<file path="src/rtl/quad_gen.sv">
// Quadrature waveform generator: turns cw/ccw detent requests into four-phase
// A/B Gray sequences and keeps a signed running detent count.
module quad_gen #(
    parameter int unsigned PHASE_CYCLES = 4,
    parameter int unsigned POS_W        = 16
) (
    input  logic                    clk,
    input  logic                    reset,
    input  logic                    step_valid,
    input  logic                    step_dir,
    output logic                    step_ready,
    output logic                    a,
    output logic                    b,
    output logic                    busy,
    output logic                    done,
    output logic signed [POS_W-1:0] position
);

    localparam int unsigned TMR_W = (PHASE_CYCLES > 1) ? $clog2(PHASE_CYCLES) : 1;
    localparam logic [TMR_W-1:0] TMR_LAST = TMR_W'(PHASE_CYCLES - 1);

    typedef enum logic [2:0] {
        IDLE,
        P1,
        P2,
        P3,
        P4
    } state_t;

    state_t           state;
    logic [TMR_W-1:0] timer;
    logic             dir;
    logic             hold_valid;
    logic             hold_dir;

    logic expire_c;
    logic exit_c;
    logic accept_c;

    assign expire_c   = (timer == TMR_LAST);
    assign exit_c     = (state == P4) && expire_c;
    assign accept_c   = step_valid && !hold_valid;
    assign step_ready = !hold_valid;

    // {a,b} for a phase; P1 and P3 mirror each other between directions
    function automatic logic [1:0] phase_ab(input state_t s, input logic cw);
        case (s)
            P1:      phase_ab = cw ? 2'b01 : 2'b10;
            P2:      phase_ab = 2'b11;
            P3:      phase_ab = cw ? 2'b10 : 2'b01;
            default: phase_ab = 2'b00;
        endcase
    endfunction

    always_ff @(posedge clk or posedge reset) begin
        if (reset) begin
            state      <= IDLE;
            timer      <= '0;
            dir        <= 1'b0;
            hold_valid <= 1'b0;
            hold_dir   <= 1'b0;
            a          <= 1'b0;
            b          <= 1'b0;
            busy       <= 1'b0;
            done       <= 1'b0;
            position   <= '0;
        end else begin
            done <= 1'b0;
            if (state == IDLE) begin
                timer <= '0;
                // hold register is always empty here, so a request is taken directly
                if (step_valid) begin
                    state    <= P1;
                    dir      <= step_dir;
                    {a, b}   <= phase_ab(P1, step_dir);
                    busy     <= 1'b1;
                end
            end else if (expire_c) begin
                timer <= '0;
                case (state)
                    P1: begin
                        state  <= P2;
                        {a, b} <= phase_ab(P2, dir);
                    end
                    P2: begin
                        state  <= P3;
                        {a, b} <= phase_ab(P3, dir);
                    end
                    P3: begin
                        state  <= P4;
                        {a, b} <= phase_ab(P4, dir);
                    end
                    default: begin
                        done     <= 1'b1;
                        position <= dir ? position + POS_W'(1) : position - POS_W'(1);
                        // chain the next detent on the same edge so there is no idle gap
                        if (hold_valid) begin
                            state      <= P1;
                            dir        <= hold_dir;
                            {a, b}     <= phase_ab(P1, hold_dir);
                            hold_valid <= 1'b0;
                        end else if (step_valid) begin
                            state  <= P1;
                            dir    <= step_dir;
                            {a, b} <= phase_ab(P1, step_dir);
                        end else begin
                            state  <= IDLE;
                            {a, b} <= 2'b00;
                            busy   <= 1'b0;
                        end
                    end
                endcase
            end else begin
                timer <= timer + TMR_W'(1);
            end

            // mid-detent requests park in the one-entry hold register
            if ((state != IDLE) && !exit_c && accept_c) begin
                hold_valid <= 1'b1;
                hold_dir   <= step_dir;
            end
        end
    end

endmodule

</file>
<file path="config.mk">
export PLATFORM = sky130hd
export DESIGN_NAME = quad_gen
export DESIGN_NICKNAME = d
export VERILOG_FILES = /design/src/rtl/quad_gen.sv
export SDC_FILE = /design/constraint.sdc
export NUM_CORES = 1
export LEC_CHECK = 0
export CAP_MARGIN = 40
export CORE_ASPECT_RATIO = 1.5
export CORE_MARGIN = 5
export CORE_UTILIZATION = 41
export CTS_BUF_LIST = sky130_fd_sc_hd__clkbuf_4
export DETAILED_ROUTE_END_ITERATION = 10
export PLACE_DENSITY = 0.64
export SYNTH_ARGS = -nofsm -noshare
export SYNTH_HDL_FRONTEND = slang
export SYNTH_SLANG_ARGS = --single-unit
</file>
<file path="constraint.sdc">
create_clock -name clk -period 2.6 [get_ports clk]
set_input_delay 0.26 -clock clk [delete_from_list [all_inputs] [get_ports clk]]
set_output_delay 0.26 -clock clk [all_outputs]
set_load 0.03 [all_outputs]
</file>
-- Yosys cells after proc, flatten, opt, wreduce, memory -nomap -nowiden
Cells that the tools add are included.
- input port bits: 4
- latch bits: 0
- ROM bits: 0
- memories: 0
- RAM bits: 0
- bits in registers: 28
- bitwise gates (word level): 2
- multiplexer cells: 42
- add/sub/neg operators: 3
- reduce and logical (&&, ||, !) cells: 16
- equal/unequal tests: 11
- $mul: 0
- shifts and indexed selects: 0
- order comparisons: 0
- div/mod/pow operators: 0
- operators with widths (cell ; count):
    1-bit 2-to-1 mux ; 30
    16-bit by 2-bit adder with 16-bit output, second input constant ; 1
    16-bit 2-to-1 mux ; 1
    16-bit by 2-bit subtractor with 16-bit output, second input constant ; 1
    2-bit 2-to-1 mux ; 5
    2-bit by 1-bit inequality test with 1-bit output, second input constant ; 5
    3-bit 2-to-1 mux ; 3
    3-bit one-hot mux with 3 select lines ; 1
    3-bit by 2-bit equality test with 1-bit output, second input constant ; 2
    1-bit one-hot mux with 3 select lines ; 2
    3-bit AND reduction ; 2
    5-bit AND reduction ; 1
    1-bit logical AND ; 4
    2-bit AND reduction ; 2
    2-bit nonzero test ; 2
    3-bit by 1-bit equality test with 1-bit output, second input constant ; 1
    3-bit equality test, second input constant ; 1
    3-bit zero test ; 1
    3-bit nonzero test ; 1
    3-bit OR reduction ; 1
    2-bit by 1-bit adder with 2-bit output, second input constant ; 1
    2-bit equality test, second input constant ; 1
    1-bit zero test ; 2
    2-bit inequality test, second input constant ; 1
    1-bit inverter ; 2

-- Logic depth before layout (Yosys ltp)
- word-level depth: 7
- depth in mapped cells: 8

-- Worst setup path before layout
OpenSTA, ideal clock, no wires.
- path type: reg-to-reg
- start: reg dir
- end: reg position[15]
- path buffers: 0
- clock period less this slack: 2255 ps
- stages on the path, launching flop included: 9
- arrival time: 2175 ps
- path slack: 345 ps
- cell sequence: dfrtp_1 inv_1 ha_1 a21oi_2 o21ai_1 a41o_1 or3_1 a21oi_2 xor2_1
- word-level cells in the longest chain between the ends: 1
- RTL lines (item ; line ; RTL):
    start, declared ; 32 ; logic dir;
    start signal, assigned ; 74 ; dir <= step_dir;
    start signal, assigned ; 99 ; dir <= hold_dir;
    start signal, assigned ; 104 ; dir <= step_dir;
    16-bit 2-to-1 mux ; 95 ; position <= dir ? position + POS_W'(1) : position - POS_W'(1);
    end signal, assigned ; 95 ;
    end, declared ; 16 ; output logic signed [POS_W-1:0] position
Every way passes these cells.
A chain may end at the register's enable or synchronous reset.

-- Worst setup path in the final report
Ends and elaborated chain as after synthesis.

==> impl.org <==
** Worst setup path
- Kind of end point of the critical path :: flip-flop
- The worst setup path is launched from a flip-flop.
- For the worst setup path, the data required time is between 2000 and 3000 ps.
- Crit path max fanout :: 9
- Arrival time reported for the critical path endpoint :: 2550 ps
- The critical path is of the flip-flop to flip-flop type.

** Synthesis
- Summing the areas of all compound-gate instances in the mapped netlist gives 24.1% of the synthesized area.
- Each instance of the synthesized netlist takes up on average 8.68 um2.
- Synth top area share :: between 30% and 40%
- The commonest cells after synthesis are sky130_fd_sc_hd__nand2_1 (31), sky130_fd_sc_hd__dfrtp_1 (28), sky130_fd_sc_hd__o21ai_0 (27).
- Sorting the synthesized cells by area gives the leading types as sky130_fd_sc_hd__dfrtp_1 (37%), sky130_fd_sc_hd__ha_1 (10%), sky130_fd_sc_hd__o21ai_0 (7.2%), sky130_fd_sc_hd__nand2_1 (6.2%), sky130_fd_sc_hd__a21oi_1 (5.1%).
- After Yosys synthesis, and, or, nand and nor cells account for between 10% and 20% of the synthesized area.
- Counting flops and latches in the post-synthesis netlist gives 28.
- Fraction of synthesized cell area in xor and xnor cells :: between 6 and 7%
- Combinational family with the most area after synthesis :: compound AO/OA/AOI/OAI gates
- In the synthesized netlist the async set-or-reset flop fraction comes to 100%.
- sky130_fd_sc_hd__nand2_1 is the most common cell in the netlist.
- Counting flops with a built-in enable in the synthesized netlist gives 0.
- Adder and majority gate portion of the synthesized area :: ~11%
- Synthesis produced a netlist whose cell count is around 220.
- The largest total area in the synthesized netlist belongs to sky130_fd_sc_hd__dfrtp_1.
- After synthesis the cells add up to approximately 0.0019 mm2.
- Measured against the total synthesized area, the mux share comes to about 1.7%.
- During synthesis, Yosys emitted a total of 0 warnings.
- The netlist uses between 40 and 50 different library cells.
- When the netlist entered floorplanning its net count stood at ~240.
- Sequential cells were found to cover a little under two fifths of the synthesized design area.
- In the synthesized netlist the dominant register cell turns out to be sky130_fd_sc_hd__dfrtp_1.

** GRT
- The total overflow left after global routing is 0.
- The number of global-route vias before repair was ~1.6k.
- Combined global-route utilization of all metal layers :: around 15%
- The number of antenna violations at the first check in global routing was 0.
- First-pass GRT wire length :: 7.17 mm
- Entering global routing, the biggest net connects 29 pins.

** Timing
- Setup violations remaining at the end of the flow were counted as 0.
- Worst-Margin Slew :: 516 ps
- Hold violation count in the final report :: 0
- The worst path uses about 88% of the clock period.
- Based on the critical path, the design can be clocked at up to about 440 MHz.
- Setup repair after global routing left no endpoint under its margin.
- Final setup TNS :: 0 ps
- Time the final worst path needs with I/O delays and setup :: roughly 2300 ps
- Number of max-slew violations in the final report :: 0
- Worst hold margin :: approximately 270 ps
- The worst pin sits at a relative slew slack of 65.4%.
- On the final layout, the worst clock skew is roughly 12 ps.

** Floorplan
- Full die area :: between 0.006 and 0.007 mm2
- Width of the die :: 65.2 um
- Std-Cell Core Area :: between 0.004 and 0.005 mm2
- For this configuration, the core starts out at a cell density of around two fifths.
- Number of I/O pins :: 25
- In this run the core area contains 30 standard-cell rows.
- Measured along the y axis, the die boundary spans around 93 um.

** Final layout
- Diode insertion count for antenna repair :: 0
- In the final layout, the share of cells above drive strength 1 is approximately 7.4%.
- P&R area growth vs syn :: 19.2%
- Leaving out filler cells and counting taps, the final layout contains 290.
- Nets :: ~260
- With fillers left out, the area of the finished cells amounts to between 0.002 and 0.0025 mm2.

** Clock tree
- Cell chosen for the clock root :: sky130_fd_sc_hd__clkbuf_4
- In this run, post-CTS repair resized a total of 0 instances.
- TritonCTS built the clock tree.
- Number of CTS-inserted buffers :: 3
- The clock passes through at most 2 buffers.
- Clock tree sinks :: 28
- For the worst-skew pair, the clock arrives at the later sink with an insertion delay of ~340 ps.
- Maximum level of the CTS H-tree :: 1
- After clock tree synthesis, the setup repair step added 0 buffers.
- After clock tree synthesis, the clock-pin slew on the worst setup and hold paths is 160 ps.
- CTS hold repair buffers :: 0

** Placed design
- Final weighted congestion of routability-driven global placement :: roughly 0.85
- Number of buffer cells added on primary ports :: 24
- Summed over all nets, the half-perimeter wirelength after detailed placement is about 3.3 mm.
- In this run, placement finished with an instance count of 286.
- Placed cell areas :: about 0.0022 mm2

** Drt
- DRT antenna net count :: 0
- Vias per inst :: around 5.5
- First-iteration detailed-routing DRC count :: just under 60
- Routed wire per std cell :: 14.5 um
- Wire length after detailed routing :: between 4 and 5 mm
- Number of vias after detailed routing :: 1604
- The first detailed-routing pass took 4 iterations.
- DR DRC count :: 0

** Hold path
- Type of the most critical hold path :: primary input to async pin

** Run
- The tool flagged a number of max-cap violations equal to 0.

** Status
- Status :: complete, no violations
placed cells by master, fill, tap and decap left out, types with 5 or more instances in the layout:
cell type / synthesis / final
sky130_fd_sc_hd__ha_1: 15 / 15
sky130_fd_sc_hd__nor2_1: 10 / 10
sky130_fd_sc_hd__inv_1: 11 / 11
sky130_fd_sc_hd__dfrtp_1: 28 / 28
sky130_fd_sc_hd__xor2_1: 5 / 5
sky130_fd_sc_hd__a21oi_1: 19 / 19
sky130_fd_sc_hd__clkdlybuf4s50_1: 0 / 24
sky130_fd_sc_hd__o21ai_0: 27 / 27
sky130_fd_sc_hd__buf_4: 1 / 5
sky130_fd_sc_hd__xnor2_1: 9 / 9
sky130_fd_sc_hd__nand2_1: 31 / 31
cells by family after synthesis:
kind of cell,after synthesis
buffers and inverters,18
xor gates and xnor gates,14
DFF,28
adders and majority gates,16
AOI/OAI and AO/OA,74
and+or+nand+nor,63
muxes,3
sequential cells by signal, indices dropped and copies added (netlist names):
name,count
done,1
busy,1
dir,1
timer,2
hold_dir,1
position,16
b,1
hold_valid,1
a,1
state,3
critical path, cell delays in order (launching register included):
cell and delay (ps):
sky130_fd_sc_hd__dfrtp_1 380, sky130_fd_sc_hd__inv_1 50, sky130_fd_sc_hd__buf_4 170, sky130_fd_sc_hd__ha_1 380, sky130_fd_sc_hd__a21oi_2 210, sky130_fd_sc_hd__o21ai_1 110
sky130_fd_sc_hd__a41o_1 250, sky130_fd_sc_hd__or3_1 360, sky130_fd_sc_hd__a21oi_2 150, sky130_fd_sc_hd__xor2_1 150
routing by layer:
layer,global-route usage (%),vias to the layer above,part of all wire (%)
met2,26.7,31,55
li1,-,813,-
met4,7.79,0,3.5
met3,2.18,14,2.5
met1,16.3,746,39
met5,0,-,0
cell type report:
| type | instances | area [um2] |
|---|---|---|
| well taps | 48 | 60.1 |
| clock inverters | 1 | 30.0 |
| flip-flops and latches | 28 | 701 |
| fillers | 421 | 2230 |
| multi-input cells | 170 | 1100 |
| clock buffers | 3 | 22.5 |
| repair buffers | 29 | 278 |
| inverters | 11 | 41.3 |
final timing paths:
check,endpoint,from,slack (ps),cells past startpoint
setup reg to reg,position[15],dir,320,9
hold / removal,done,reset,270,3
hold reg to reg,timer[0],timer[0],450,1
setup / recovery,position[15],dir,320,9
max in group asynchronous,position[10],reset,2050,3
min in group clk,timer[0],timer[0],450,1
per-stage QoR:
stage          utilization, %  setup slack, ps
5_1_grt                  50.1              162
2_1_floorplan               -              345
4_1_cts                  50.1              320
3_3_place_gp             48.9              401
6_report                 50.1              325
3_5_place_dp             48.9              348
Power is left out: the tool's default activity adds up to more than one toggle a clock period on the data nets, which glitch-free logic cannot reach.
